--- src/rtl/seq_bit_player.sv ---
// Bit-serial pattern player on the 1-bit read port of the pattern RAM: one bit per clock,
// first bit two cycles after START; STOP aborts next cycle, nothing is ever stalled.
module seq_bit_player #(
  parameter int ADDR_WIDTH = 15,
  parameter int CNT_WIDTH  = 16
) (
  input  logic                  i_clk,
  input  logic                  i_rst_n,
  input  logic                  i_start,
  input  logic                  i_stop,
  input  logic [ADDR_WIDTH:0]   i_conf_size,
  input  logic [CNT_WIDTH-1:0]  i_conf_repeat,
  input  logic [CNT_WIDTH-1:0]  i_conf_wait,
  output logic [ADDR_WIDTH-1:0] o_ram_addr,
  output logic                  o_ram_en,
  output logic                  o_ram_we,
  input  logic                  i_ram_do,
  output logic                  o_seq_out,
  output logic                  o_seq_valid,
  output logic                  o_busy,
  output logic                  o_done,
  output logic [CNT_WIDTH-1:0]  o_pass_cnt
);

  typedef enum logic [1:0] {
    S_IDLE  = 2'd0,
    S_RUN   = 2'd1,
    S_WAIT  = 2'd2,
    S_FLUSH = 2'd3
  } state_t;

  state_t                r_state;
  state_t                w_state_nxt;
  logic [ADDR_WIDTH-1:0] r_addr;
  logic [ADDR_WIDTH-1:0] w_addr_nxt;
  logic                  r_en;
  logic                  w_en_nxt;
  logic                  r_seq_valid;
  logic                  w_seq_valid_nxt;
  logic                  r_done;
  logic                  w_done_nxt;
  logic [ADDR_WIDTH-1:0] r_last_addr;
  logic [ADDR_WIDTH-1:0] w_last_addr_nxt;
  logic [CNT_WIDTH-1:0]  r_repeat;
  logic [CNT_WIDTH-1:0]  w_repeat_nxt;
  logic [CNT_WIDTH-1:0]  r_wait;
  logic [CNT_WIDTH-1:0]  w_wait_nxt;
  logic [CNT_WIDTH-1:0]  r_wait_cnt;
  logic [CNT_WIDTH-1:0]  w_wait_cnt_nxt;
  logic [CNT_WIDTH-1:0]  r_pass_cnt;
  logic [CNT_WIDTH-1:0]  w_pass_cnt_nxt;

  logic [ADDR_WIDTH-1:0] w_cfg_last_addr;
  logic [CNT_WIDTH-1:0]  w_pass_inc;
  logic                  w_pass_end;
  logic                  w_last_pass;
  logic                  w_start_ok;

  // Sizes of 2^ADDR_WIDTH and above all clamp to the full RAM depth.
  assign w_cfg_last_addr = i_conf_size[ADDR_WIDTH] ? {ADDR_WIDTH{1'b1}}
                         : (i_conf_size[ADDR_WIDTH-1:0] - ADDR_WIDTH'(1));

  assign w_pass_inc  = r_pass_cnt + CNT_WIDTH'(1);
  assign w_pass_end  = (r_addr == r_last_addr);
  assign w_last_pass = (r_repeat != '0) && (w_pass_inc == r_repeat);
  assign w_start_ok  = i_start && !i_stop && (i_conf_size != '0);

  always_comb begin
    w_state_nxt     = r_state;
    w_addr_nxt      = r_addr;
    w_en_nxt        = r_en;
    w_seq_valid_nxt = r_en;
    w_done_nxt      = 1'b0;
    w_last_addr_nxt = r_last_addr;
    w_repeat_nxt    = r_repeat;
    w_wait_nxt      = r_wait;
    w_wait_cnt_nxt  = r_wait_cnt;
    w_pass_cnt_nxt  = r_pass_cnt;

    if (i_stop && (r_state != S_IDLE)) begin
      // Abort drops the bit already in flight from the RAM.
      w_state_nxt     = S_IDLE;
      w_addr_nxt      = '0;
      w_en_nxt        = 1'b0;
      w_seq_valid_nxt = 1'b0;
    end else begin
      case (r_state)
        S_IDLE: begin
          if (w_start_ok) begin
            w_state_nxt     = S_RUN;
            w_addr_nxt      = '0;
            w_en_nxt        = 1'b1;
            w_last_addr_nxt = w_cfg_last_addr;
            w_repeat_nxt    = i_conf_repeat;
            w_wait_nxt      = i_conf_wait;
            w_pass_cnt_nxt  = '0;
          end
        end

        S_RUN: begin
          w_addr_nxt = r_addr + ADDR_WIDTH'(1);
          if (w_pass_end) begin
            w_pass_cnt_nxt = w_pass_inc;
            w_addr_nxt     = '0;
            if (w_last_pass) begin
              w_state_nxt = S_FLUSH;
              w_en_nxt    = 1'b0;
            end else if (r_wait != '0) begin
              w_state_nxt    = S_WAIT;
              w_en_nxt       = 1'b0;
              w_wait_cnt_nxt = r_wait - CNT_WIDTH'(1);
            end
          end
        end

        S_WAIT: begin
          if (r_wait_cnt == '0) begin
            w_state_nxt = S_RUN;
            w_addr_nxt  = '0;
            w_en_nxt    = 1'b1;
          end else begin
            w_wait_cnt_nxt = r_wait_cnt - CNT_WIDTH'(1);
          end
        end

        S_FLUSH: begin
          w_state_nxt = S_IDLE;
          w_done_nxt  = 1'b1;
        end

        default: begin
          w_state_nxt = S_IDLE;
          w_en_nxt    = 1'b0;
        end
      endcase
    end
  end

  always_ff @(posedge i_clk) begin
    if (!i_rst_n) begin
      r_state     <= S_IDLE;
      r_addr      <= '0;
      r_en        <= 1'b0;
      r_seq_valid <= 1'b0;
      r_done      <= 1'b0;
      r_last_addr <= '0;
      r_repeat    <= '0;
      r_wait      <= '0;
      r_wait_cnt  <= '0;
      r_pass_cnt  <= '0;
    end else begin
      r_state     <= w_state_nxt;
      r_addr      <= w_addr_nxt;
      r_en        <= w_en_nxt;
      r_seq_valid <= w_seq_valid_nxt;
      r_done      <= w_done_nxt;
      r_last_addr <= w_last_addr_nxt;
      r_repeat    <= w_repeat_nxt;
      r_wait      <= w_wait_nxt;
      r_wait_cnt  <= w_wait_cnt_nxt;
      r_pass_cnt  <= w_pass_cnt_nxt;
    end
  end

  assign o_ram_addr  = r_addr;
  assign o_ram_en    = r_en;
  assign o_ram_we    = 1'b0;
  assign o_seq_valid = r_seq_valid;
  assign o_seq_out   = r_seq_valid & i_ram_do;
  assign o_busy      = (r_state != S_IDLE);
  assign o_done      = r_done;
  assign o_pass_cnt  = r_pass_cnt;

endmodule

--- config.mk ---
export PLATFORM = sky130hd
export DESIGN_NAME = seq_bit_player
export DESIGN_NICKNAME = d
export VERILOG_FILES = /design/src/rtl/seq_bit_player.sv
export SDC_FILE = /design/constraint.sdc
export NUM_CORES = 1
export LEC_CHECK = 0
export ABC_AREA = 0
export ABC_CLOCK_PERIOD_IN_PS = 6700
export CAP_MARGIN = 20
export CORE_ASPECT_RATIO = 1.1
export CORE_MARGIN = 2
export CORE_UTILIZATION = 31
export DETAILED_ROUTE_END_ITERATION = 8
export HOLD_SLACK_MARGIN = 0.05
export SKIP_LAST_GASP = 1
export SYNTH_ARGS = -nofsm -noshare
export SYNTH_HDL_FRONTEND = slang
export SYNTH_SLANG_ARGS = --single-unit
--- constraint.sdc ---
create_clock -name i_clk -period 6.7 [get_ports i_clk]
set_clock_uncertainty 0.05 [all_clocks]
set_input_delay 1.34 -clock i_clk [delete_from_list [all_inputs] [get_ports i_clk]]
set_output_delay 1.34 -clock i_clk [all_outputs]
set_load 0.03 [all_outputs]
# Word level (Yosys, flattened, before mapping)
# Index checks and enable logic that the tools add are counted.
[word_totals] reg_bits=99 latchBits=0 ramBits=0 romBits=0 inputBits=53 out_inout_bits=37 word_cells=77 mem_count=0
[classes] n_addsub=5 n_mul=0 div=0 magnitude_cmp=0 eq_ne=12 shifts=0 mux=26 n_bitwise=3 reduce_logical=21
[ops] op="$mux 16" n=6
[ops] op="$pmux 16 s2" n=2
[ops] op="$mux 15" n=4
[ops] op="$reduce_bool 16->1" n=3
[ops] op="$pmux 15 s3" n=1
[ops] op="$sub 16x1->16 const B" n=2
[ops] op="$add 16x1->16 const B" n=1
[ops] op="$eq 16x16->1" n=1
[ops] op="$logic_not 16->1" n=1
[ops] op="$add 15x1->15 const B" n=1
[ops] op="$eq 15x15->1" n=1
[ops] op="$sub 15x1->15 const B" n=1
[ops] op="$ne 2x2->1 const B" n=6
[ops] op="$mux 2" n=5
[ops] op="$pmux 2 s4" n=1
[ops] op="$reduce_and 4->1" n=2
[ops] op="$mux 1" n=6
[ops] op="$reduce_and 3->1" n=2
[ops] op="$reduce_and 6->1" n=1
[ops] op="$reduce_bool 2->1" n=3
[ops] op="$reduce_and 5->1" n=1
[ops] op="$eq 2x2->1 const B" n=2
[ops] op="$logic_and 1x1->1" n=4
[ops] op="$ne 3x3->1 const B" n=1
[ops] op="8 further kinds" n=9

# Depth between registers and ports, before layout
[depth] word_depth=6 depth_mapped=13 mapped_depth_nobuf=10

# Worst setup path before layout
# No wires, ideal clock.
[synth_path] path_type="input -> register" from="input i_conf_size[0]" to="register r_pass_cnt[1], in the netlist o_pass_cnt[1]" setup_ns=0.128 t_arrival_ns=3.257 t_required_ns=6.522 setup_slack_ns=3.265 stages=12 path_buffers=2 path_cell_list="inv_1 > ha_1 > nor2b_1 > nand4_1 > o311a_1 > nand3_1 > and2_1 > clkbuf_1 > clkbuf_1 > nor2_1 > a21oi_1 > nor2_1"
[synth_via] elab_chain_cells=4
[synth_lines] item="from (decl)" line="11" text="input logic [ADDR_WIDTH:0] i_conf_size,"
[synth_lines] item="$reduce_bool 16->1" line="66" text="assign w_start_ok = i_start && !i_stop && (i_conf_size != '0);"
[synth_lines] item="$logic_and 1x1->1" line="66"
[synth_lines] item="$ne 2x2->1 (no source line)"
[synth_lines] item="$reduce_and 4->1 (no source line)"
[synth_lines] item="to (signal assigned)" line="161" text="r_pass_cnt <= w_pass_cnt_nxt;"
[synth_lines] item="to (decl)" line="50" text="logic [CNT_WIDTH-1:0] r_pass_cnt;"
# No other way between the ends.
# A chain may end at the register's enable or synchronous reset.

# Worst setup path after layout
[layout_path] from="input i_conf_size[0]" to="register r_pass_cnt[10], in the netlist o_pass_cnt[10]"
# The elaborated chain is that of the path after synthesis.

==> results by group <==
Final layout
  • Layout fillers: 1946
  • Final Cell Area: 7204 um2
  • Reg area: 1982 um2
  • Area of the multi-input gates: 3671 um2
  • Post-layout util: 38.85%
  • Nets@finish: 887
  • Layout cells sized above 1: 4.551%
  • Ant. Diodes: 0
  • Non-filler instance count after layout: 1078
  • Layout area overhead: 21.97%

Global route
  • Grt ovf: 0
  • Number of global-route vias before repair: 5474
  • Largest net degree at the start of global routing: 61
  • Tot GR Track Use: 17.21%
  • Initial antenna violation count: 0
  • First-pass GRT wire length: 28090 um

Worst setup path
  • Worst endpoint required time: 6.95 ns
  • CP max-delay cell: and2_1
  • CP Depth: 12
  • Crit start category: input port
  • Cell chain of the critical path: clkdlybuf4s50_1, inv_1, ha_1, nor2b_1, nand4_1, o311a_1, nand3_1, buf_4, and2_1, o21bai_1, nand2_1, a21oi_1
  • Crit path buf inv count: 3
  • Crit end category: flop
  • Largest stage delay, worst path: 0.59 ns
  • WP data arrival: 4.36 ns
  • Worst Path Max Fanout: 35
  • Crit path max-delay family: simple AND/OR/NAND/NOR gates
  • Crit Path Class: input port to flop
  • FF-to-FF path depth: 8

Synthesis
  • Number of flops mapped to enable cells by yosys: 0
  • Synth area leader: dfxtp_1
  • Synth area leaders: dfxtp_1 (34%), nand2_1 (7.1%), a21oi_1 (6.9%), xor2_1 (5.6%), nor2_1 (4.9%)
  • Seq cells post-synth: 99
  • Register area share after synthesis: 33.55%
  • Post-synth ARST share: 0%
  • Yosys top cell area share: 33.55%
  • Post-synth top flop: dfxtp_1
  • Synth Instances: 779
  • Ys Warns: 0
  • Syn_nets: 836
  • Top-count cell post-synth: nand2_1
  • Mapped cell area: 5907 um2
  • Distinct cells, synth: 75
  • Synth top cells by count: nand2_1 (112), dfxtp_1 (99), a21oi_1 (81)
  • Mean Syn Cell Area: 7.583 um2

Detailed routing
  • Post-Route WL: 17020 um
  • Antenna Nets Post-Route: 0
  • TritonRoute pass-1 iters: 6
  • Initial drt markers: 452
  • Post-route DRC: 0
  • Vias per inst: 5.380
  • Vias: 5800
  • Average wire per standard cell: 15.78 um

Placement
  • Post-DP HPWL: 12000 um
  • Port Buf Inserts: 88
  • Placed Cells: 1062
  • Post-DP Area: 6917 um2
  • Final Wtd Congestion: 0.8277
  • Dpl ws: 2.219 ns

Run status
  • Status: completed

Run
  • Max cap viols: 0

Hold path
  • Worst Hold Class: flop to flop
  • WHS Path Cells: 2

Die
  • Die area: 20180 um2
  • Core ar.: 18540 um2
  • Die Wd: 135.6 um
  • DIE HEIGHT: 148.8 um
  • Starting Density: 31.86%
  • Cell Rows: 52
  • Io pins: 90

Clock network
  • CTS Buf Count: 9
  • Cts hold-fix bufs: 0
  • CTS tree: done
  • Root Driver: clkbuf_16
  • H-tree depth: 3
  • Clock sink count: 99
  • # Post-CTS Setup Buffers: 0
  • Post-CTS sizing: 0
  • Clock-pin slew on the worst setup and hold paths: 0.08 ns
  • Later-pin clock latency in the skew report: 0.36 ns
  • Clk buf depth: 2

STA
  • Tcrit/Tclk final: 61.38%
  • Setup_tns: 0 ns
  • WHS: 0.4361 ns
  • Final Hold Viols: 0
  • Final min period: 4.112 ns
  • Final slew viol count: 0
  • Slew @ Worst Pin: 0.9760 ns
  • Setup WS post-layout: 2.588 ns
  • Final setup fails: 0
  • Unrepaired setup endpoints after global routing: false
  • Max Clk Rate: 243.2 MHz
  • Rel. slew slack: 34.73%

Power
  • Peak VDD IR: 113.7 uV
  • Static Leak: 2.483 nW
  • Cell Pwr Density: 196.6 nW/um2
  • Design Power: 1.417 mW
[placed cells by master (no fill, tap or decap), types with 9 or more instances in the layout]
cell type / netlist / routed
nand2_1: 112 / 112
dfxtp_1: 99 / 99
clkdlybuf4s50_1: 0 / 88
a21oi_1: 81 / 81
nor2_1: 77 / 76
xor2_1: 38 / 38
nor3_1: 31 / 31
o21ai_0: 30 / 30
xnor2_1: 19 / 19
nor4_1: 18 / 18
or3_1: 17 / 17
nand3_1: 15 / 15
nand4_1: 13 / 13
and3_1: 13 / 13
a311oi_1: 10 / 10
o31ai_1: 9 / 9
clkbuf_16: 0 / 9
[worst paths after layout]
| path | start | end | slack (ns) |
|---|---|---|---|
| min | r_wait_cnt[8] | r_wait_cnt[8] | 0.44 |
| min reg2reg | r_wait_cnt[8] | r_wait_cnt[8] | 0.44 |
| max reg2reg | o_ram_addr[2] | r_wait_cnt[4] | 2.92 |
| max | i_conf_size[0] | o_pass_cnt[10] | 2.59 |
[report_power, final]
group / total [mW] / switching [mW] / internal [mW]
registers: 0.641 / 0.0296 / 0.612
clock network: 0.513 / 0.245 / 0.268
logic: 0.262 / 0.150 / 0.112
total: 1.42 / 0.425 / 0.992
[kinds of logic after synthesis]
logic type,synth area share [%]
compound gates,22.86
xor+xnor,8.452
fa+ha+maj,0.8473
buf+inv,4.470
flops,33.55
mux,1.229
other cells,0.06348
simple gates,28.53
[flip-flops by register name (all words and copies together), names as in the netlist]
name	cells
o_pass_cnt	16
r_repeat	16
r_wait	16
r_wait_cnt	16
o_ram_addr	15
r_last_addr	15
r_state	2
o_done	1
o_ram_en	1
o_seq_valid	1
[routing by layer]
| layer | track usage [%] | up-vias | routed length, um |
|---|---|---|---|
| met4 | 6.198 | 0 | 412 |
| met1 | 22.76 | 2707 | 7933 |
| met2 | 28.11 | 132 | 7981 |
| li1 | - | 2929 | - |
| met3 | 3.092 | 32 | 687 |
| met5 | 0 | - | 0 |
[tightest hold or removal path, stage by stage, from the launching register on]
cell	delay [ns]
dfxtp_1	0.32
nand2_1	0.05
o22ai_1	0.06
[layout make-up]
class	instances	share of cell area, %
inverter	9	0.4689
multi-input combinational	617	50.96
timing repair buffer	94	12.85
sequential	99	27.51
clock buffer	11	3.369
tap	243	4.220
clock inverter	5	0.6252
Power figures use the tool's default switching activity.
